===== src/rtl/tff_ctrl_pkg.sv =====
// tff_ctrl_pkg: shared state encoding and default sizing for the ripple-counter sequencer
package tff_ctrl_pkg;

    localparam int DEF_WIDTH     = 3;
    localparam int DEF_SETTLE    = 2;
    localparam int DEF_CLR_TRIES = 4;

    typedef enum logic [2:0] {
        ST_IDLE    = 3'd0,
        ST_CLR_RST = 3'd1,
        ST_CLR_CHK = 3'd2,
        ST_RUN     = 3'd3,
        ST_SETTLE  = 3'd4,
        ST_DONE    = 3'd5
    } ctrl_state_t;

endpackage


===== src/rtl/tff_counter_ctrl_settle_timer.sv =====
// tff_settle_timer: loadable down-counter; zero_o marks the last settle cycle
module tff_settle_timer #(
    parameter int W = 2
) (
    input  logic         clk,
    input  logic         reset,
    input  logic         load_i,
    input  logic [W-1:0] val_i,
    output logic         zero_o
);

    logic [W-1:0] cnt_q;

    // load on entry, then count down and park at zero
    always_ff @(posedge clk) begin
        if (reset)
            cnt_q <= '0;
        else if (load_i)
            cnt_q <= val_i;
        else if (cnt_q != '0)
            cnt_q <= cnt_q - 1'b1;
    end

    assign zero_o = (cnt_q == '0);

endmodule


===== src/rtl/tff_counter_ctrl.sv =====
// tff_counter_ctrl: clears, runs, freezes and checks a T-flip-flop ripple counter
module tff_counter_ctrl
    import tff_ctrl_pkg::*;
#(
    parameter int WIDTH     = DEF_WIDTH,
    parameter int SETTLE    = DEF_SETTLE,
    parameter int CLR_TRIES = DEF_CLR_TRIES
) (
    input  logic             clk,
    input  logic             reset,
    input  logic             start,
    input  logic             stop,
    input  logic [WIDTH-1:0] limit,
    input  logic             auto_reload,
    input  logic [WIDTH-1:0] cnt_q,
    output logic [WIDTH-1:0] tff_t,
    output logic             tff_rst,
    output logic             busy,
    output logic             res_valid,
    input  logic             res_ready,
    output logic [WIDTH-1:0] res_count,
    output logic             res_mismatch,
    output logic             res_aborted,
    output logic             clr_err
);

    localparam int TW  = $clog2(SETTLE + 1);
    localparam int TRW = $clog2(CLR_TRIES + 1);

    ctrl_state_t     state_q, state_d;
    logic [TRW-1:0]  tries_q, tries_d;
    logic [WIDTH:0]  shadow_q, shadow_d;
    logic [WIDTH-1:0] limit_q, tff_t_q, res_count_q;
    logic            reload_q, tff_rst_q, busy_q, res_valid_q;
    logic            res_mismatch_q, res_aborted_q, clr_err_q;
    logic            pulse, abort_set, capture, new_run, err_set, accept, settle_done;

    assign accept = (state_q == ST_IDLE) && start;

    tff_settle_timer #(.W(TW)) u_settle (
        .clk    (clk),
        .reset  (reset),
        .load_i (state_d == ST_SETTLE && state_q != ST_SETTLE),
        .val_i  (TW'(SETTLE - 1)),
        .zero_o (settle_done)
    );

    // sequencer next state, retry bookkeeping and shadow count
    always_comb begin
        state_d   = state_q;
        tries_d   = tries_q;
        shadow_d  = shadow_q;
        pulse     = 1'b0;
        abort_set = 1'b0;
        capture   = 1'b0;
        new_run   = 1'b0;
        err_set   = 1'b0;
        case (state_q)
            ST_IDLE: if (start) begin
                state_d  = ST_CLR_RST;
                tries_d  = '0;
                shadow_d = '0;
                new_run  = 1'b1;
            end
            ST_CLR_RST: state_d = ST_CLR_CHK;
            ST_CLR_CHK: if (cnt_q == '0) begin
                state_d = (limit_q == '0) ? ST_SETTLE : ST_RUN;
            end else begin
                tries_d = tries_q + 1'b1;
                err_set = (tries_d == TRW'(CLR_TRIES));
                pulse   = !err_set;
                state_d = err_set ? ST_IDLE : ST_CLR_RST;
            end
            ST_RUN: begin
                shadow_d  = shadow_q + 1'b1;
                abort_set = stop && (shadow_d != {1'b0, limit_q});
                state_d   = (stop || shadow_d == {1'b0, limit_q}) ? ST_SETTLE : ST_RUN;
            end
            ST_SETTLE: if (settle_done) begin
                capture = 1'b1;
                state_d = ST_DONE;
            end
            ST_DONE: if (res_valid_q && res_ready) begin
                state_d  = reload_q ? ST_CLR_RST : ST_IDLE;
                tries_d  = '0;
                shadow_d = '0;
                new_run  = reload_q;
            end
            default: state_d = ST_IDLE;
        endcase
    end

    // state, outputs registered from next state; the Q0 retry toggle lands in the
    // following reset cycle so no output depends combinationally on cnt_q
    always_ff @(posedge clk) begin
        if (reset) begin
            state_q        <= ST_IDLE;
            tries_q        <= '0;
            shadow_q       <= '0;
            limit_q        <= '0;
            reload_q       <= 1'b0;
            tff_t_q        <= '0;
            tff_rst_q      <= 1'b0;
            busy_q         <= 1'b0;
            res_valid_q    <= 1'b0;
            res_count_q    <= '0;
            res_mismatch_q <= 1'b0;
            res_aborted_q  <= 1'b0;
            clr_err_q      <= 1'b0;
        end else begin
            state_q     <= state_d;
            tries_q     <= tries_d;
            shadow_q    <= shadow_d;
            tff_t_q     <= (state_d == ST_RUN) ? '1 : WIDTH'(pulse);
            tff_rst_q   <= (state_d == ST_CLR_RST);
            busy_q      <= (state_d != ST_IDLE);
            res_valid_q <= (state_d == ST_DONE);
            if (accept) begin
                limit_q  <= limit;
                reload_q <= auto_reload;
            end
            if (capture) begin
                res_count_q    <= cnt_q;
                res_mismatch_q <= (cnt_q != shadow_q[WIDTH-1:0]);
            end
            if (new_run)
                res_aborted_q <= 1'b0;
            else if (abort_set)
                res_aborted_q <= 1'b1;
            if (accept)
                clr_err_q <= 1'b0;
            else if (err_set)
                clr_err_q <= 1'b1;
        end
    end

    assign tff_t        = tff_t_q;
    assign tff_rst      = tff_rst_q;
    assign busy         = busy_q;
    assign res_valid    = res_valid_q;
    assign res_count    = res_count_q;
    assign res_mismatch = res_mismatch_q;
    assign res_aborted  = res_aborted_q;
    assign clr_err      = clr_err_q;

endmodule


===== config.mk =====
export PLATFORM = sky130hd
export DESIGN_NAME = tff_counter_ctrl
export DESIGN_NICKNAME = d
export VERILOG_FILES = /design/src/rtl/tff_ctrl_pkg.sv /design/src/rtl/tff_counter_ctrl_settle_timer.sv /design/src/rtl/tff_counter_ctrl.sv
export SDC_FILE = /design/constraint.sdc
export NUM_CORES = 1
export LEC_CHECK = 0
export CAP_MARGIN = 10
export CORE_MARGIN = 3
export CORE_UTILIZATION = 45
export CTS_BUF_LIST = sky130_fd_sc_hd__clkbuf_8 sky130_fd_sc_hd__clkbuf_16
export CTS_CLUSTER_DIAMETER = 50
export DETAILED_ROUTE_END_ITERATION = 12
export GPL_ROUTABILITY_DRIVEN = 0
export PLACE_DENSITY = 0.68
export SETUP_SLACK_MARGIN = 0.1
export SYNTH_ARGS = -nofsm -noshare
export SYNTH_HDL_FRONTEND = slang
export SYNTH_SLANG_ARGS = --single-unit

===== constraint.sdc =====
create_clock -name clk -period 1.9 [get_ports clk]
set_input_delay 0.19 -clock clk [delete_from_list [all_inputs] [get_ports clk]]
set_output_delay 0.19 -clock clk [all_outputs]
set_load 0.1 [all_outputs]

==> tab_implementation.tex <==
\begin{tabular}{lr}
\hline
Metric & Value \\
\hline
\multicolumn{2}{l}{\textbf{Yosys}} \\
Top cells by area, synth & dfxtp\_1 38\%, nor2\_1 6.4\%, mux2i\_1 5.7\% \\
Post-synthesis average cell area & 9.233 um\^{}2 \\
Post-synth top area cell & dfxtp\_1 \\
Top cell type's share of synthesized area & 38.26\% \\
Number of distinct library cells after synthesis & 43 \\
Sequential fraction of the synthesis area & 38.26\% \\
Post-Syn Instances & 153 \\
Yosys warns & 0 \\
Synthesized area & 1413 um\^{}2 \\
Synthesized flop and latch total & 27 \\
Syn nets & 169 \\
\multicolumn{2}{l}{\textbf{Layout}} \\
Area used by sequential logic in the layout & 550.5 um\^{}2 \\
Final layout net count & 210 \\
Ratio of cells with drive above 1 in the final layout & 31.09\% \\
Final standard cell count with taps included and fillers excluded & 235 \\
\# fillers & 248 \\
Antenna cells & 0 \\
Leading cell type in the layout, fill and taps excluded & buf\_4 \\
Layout overhead on the synthesized area & 33.21\% \\
Most frequent cells in the layout & 30 x buf\_4, 24 x nor2\_1, 21 x dfxtp\_1, 12 x a21oi\_1, 11 x clkdlybuf4s50\_1 \\
Area of the multi-input gates & 882.1 um\^{}2 \\
\multicolumn{2}{l}{\textbf{Drt}} \\
Count of unresolved DRC violations after routing & 0 \\
Total number of vias & 1,243 \\
Average routed wire per standard cell & 13.85 um \\
Via/cell ratio & 5.289 \\
DRT Pass-1 Iters & 4 \\
Overall routed net length & 3254 um \\
Count of antenna-violating nets left after detailed routing & 0 \\
Detailed Route Iter0 Violations & 45 \\
\multicolumn{2}{l}{\textbf{STA}} \\
Clock period minus final worst setup slack & 1.708 ns \\
Tcrit/Tclk final & 89.88\% \\
Fin. max-slew vios & 0 \\
Unrepaired setup endpoints after global routing & true \\
Setup clock skew after layout & 0.002196 ns \\
Max transition margin & 67.79\% \\
Achievable frequency & 0.5856 GHz \\
Final hold violation count & 0 \\
Slew @ Worst Pin & 0.4816 ns \\
Total negative slack for setup checks & 0 ns \\
Endpoints failing setup & 0 \\
\multicolumn{2}{l}{\textbf{Min path}} \\
Class of the most critical hold timing path & reg2reg \\
Startpoint of the tightest hold check path & res\_count[1] \\
Endpoint, Worst Hold & res\_count[1] \\
Hold Path Cell Cnt & 2 \\
\multicolumn{2}{l}{\textbf{Critical path}} \\
R2r worst-path depth & 6 \\
Element type at the critical path start & register \\
Worst Path Arrival & 1.83 ns \\
Largest incremental delay on the critical path & 0.33 ns \\
Series of cell instances along the critical path & ha\_1 > xor2\_1 > o211ai\_1 > o21ai\_1 > nor3\_2 > a41oi\_1 \\
Dominant delay contributor by cell family on the critical path & compound AO/OA/AOI/OAI gates \\
Worst Path Buf+Inv & 0 \\
Worst path slowest cell & dfxtp\_1 \\
Endpoint of the most critical register-to-register path & busy \\
Startpoint of the lowest-slack register-to-register path & shadow\_q[0] \\
CP Capture Type & register \\
Critical path required time & 2.03 ns \\
Setup slack on the worst flop-to-flop path & 0.19 ns \\
Maximum fanout along the worst path & 4 \\
Setup Crit Path Kind & reg2reg \\
\multicolumn{2}{l}{\textbf{CTS}} \\
CTS HTree Levels & 1 \\
Worst-skew pair later-pin latency & 0.27 ns \\
CTS Buffer Depth & 2 \\
Clock Root Buffer & clkbuf\_8 \\
Number of CTS-inserted buffers & 3 \\
Clock input transition at the sequential cells of the worst setup and hold paths & 0.09 ns \\
Clock Sinks & 27 \\
CTS tree & built \\
Number of buffers inserted by hold repair at cts & 0 \\
\multicolumn{2}{l}{\textbf{Power and ir drop}} \\
P\_int & 1.009 mW \\
Combinational share of power & 37.3\% \\
Switch share & 36.22\% \\
Fraction of power consumed by the clock network & 20.4\% \\
Switching Power & 573.3 uW \\
Worst-case vdd ir drop & 641.0 uV \\
Power density of the placed cells & 841.1 nW/um\^{}2 \\
Leakage power of the design & 0.7736 nW \\
Sequential group share of total power & 42.3\% \\
\multicolumn{2}{l}{\textbf{Die}} \\
Die area & 3847 um\^{}2 \\
Starting utilization of the core area & 49.11\% \\
Number of cell rows & 19 \\
X dimension of the die & 62.03 um \\
Area of the core region & 2877 um\^{}2 \\
Number of primary I/O pins & 24 \\
Die Height & 62.03 um \\
\multicolumn{2}{l}{\textbf{Placed design}} \\
Port Buffers & 23 \\
Count of placed standard cells including taps & 230 \\
Estimated wirelength of the detail-placed design & 2496 um \\
\multicolumn{2}{l}{\textbf{Global route}} \\
Maximum number of pins on one net before global-route repair & 16 \\
Vias in the first global route & 1,165 \\
Global routing's busiest layer & met2 \\
GRT met2 Usage & 30.33\% \\
First-pass GRT wire length & 5085 um \\
Overflow left after global routing & 0 \\
Initial antenna violation count & 0 \\
Met3 Track Usage GR & 4.132\% \\
Met1 track utilization from global routing & 22.24\% \\
Global routing usage summed across all routing layers & 17.49\% \\
\multicolumn{2}{l}{\textbf{Run status}} \\
Result of the run & complete, no violations \\
\multicolumn{2}{l}{\textbf{Flow run}} \\
Maxcap violations & 0 \\
\hline
\end{tabular}
[repair_timing]
action | in CTS | in global routing
setup buffers | 0 | 1
pin swaps | 0 | 3
gates resized for setup | 3 | 14
setup endpoints to repair | 7 | 9
[Yosys cell counts (all sizes together)]
| library cell | instances |
|---|---|
| a22oi | 2 |
| a2111oi | 1 |
| nand4 | 2 |
| and2b | 1 |
| xor2 | 4 |
| dfxtp | 27 |
| nor2b | 3 |
| nor2 | 24 |
| nor4b | 2 |
| or3 | 1 |
| clkbuf | 2 |
| nand3b | 2 |
| a31o | 1 |
| a211oi | 1 |
| mux2i | 8 |
| or3b | 1 |
| a21oi | 13 |
| a21o | 1 |
| a41oi | 1 |
| o21a | 1 |
| nand2b | 5 |
| nand2 | 4 |
| nor3b | 2 |
| nand4b | 1 |
| and2 | 2 |
| nor3 | 7 |
| and3 | 1 |
| inv | 4 |
| or2 | 1 |
| a2bb2oi | 1 |
| ha | 4 |
| buf | 3 |
| o211ai | 3 |
| xnor2 | 5 |
| a31oi | 4 |
| o21ai | 8 |
[layer usage]
metal	up-vias	part of all wire [%]
met5	-	0
met3	2	3.9
met1	592	45
met2	30	51
met4	0	0.28
li1	619	-
[state kept, by name (all words and copies together) (netlist names)]
signal,flops
busy,1
clr_err,1
res_aborted,1
res_mismatch,1
reload_q,1
tff_rst,1
res_valid,1
tff_t,2
state_q,3
tries_q,3
limit_q,3
u_settle.cnt_q,2
res_count,3
shadow_q,4
[worst max-delay path by stage]
| stage | start | slack (ns) | to | depth (start not counted) |
|---|---|---|---|---|
| 6_report | shadow_q[0] | 0.19 | busy | 6 |
| 5_1_grt | shadow_q[0] | 0.07 | busy | 6 |
| 4_1_cts | tries_q[0] | 0.11 | tff_rst | 6 |
| 3_5_place_dp | cnt_q[0] | -0.15 | tff_rst | 6 |
| 3_3_place_gp | cnt_q[0] | -0.12 | tff_rst | 6 |
| 2_1_floorplan | res_valid | 0.17 | tff_rst | 5 |
[tightest hold or removal path, delay by kind of cell, from the launching register on]
| family | cells | cell delay, ns |
|---|---|---|
| flip-flops | 1 | 0.34 |
| multiplexers | 1 | 0.07 |
| AND/OR/NAND/NOR | 1 | 0.08 |
[logic make-up after synthesis]
family	after synthesis	synth area share (%)
buffers and inverters	9	3.454
multiplexers	8	5.669
flip-flops	27	38.26
adder cells (fa/ha/maj)	4	3.543
AND/OR/NAND/NOR	59	25.77
XOR/XNOR	9	5.580
AO/OA/AOI/OAI	37	17.71
[metrics by stage]
step	hold WS, ns	power, mW	utilization, %	worst slack, ns	cell area [um^2]
after global placement	0.4815	1.220	61.29	-0.1202	1763
after global routing	0.5424	1.663	65.42	0.07180	1882
after floorplan	0.2693	1.095	-	0.1727	1416
final	0.5188	1.583	65.42	0.1924	1882
after CTS	0.5061	1.560	63.11	0.1058	1815
after detailed placement	0.4931	1.236	61.29	-0.1523	1763
[layout make-up]
cell class	instances	share of cell area, %
inverters	4	0.7979
repair buffers	41	17.82
clock inverters	1	0.2660
clock buffers	3	2.194
flip-flops and latches	27	29.26
well taps	42	2.793
multi-input cells	117	46.88
[power by group through the flow]
stage / clock (mW) / sequential [mW] / combinational (mW)
3_3_place_gp: 0 / 0.674 / 0.546
6_report: 0.323 / 0.669 / 0.591
3_5_place_dp: 0 / 0.678 / 0.558
4_1_cts: 0.331 / 0.665 / 0.564
5_1_grt: 0.347 / 0.676 / 0.641
2_1_floorplan: 0 / 0.777 / 0.318
Note: power is estimated with default switching activity, not from simulation.
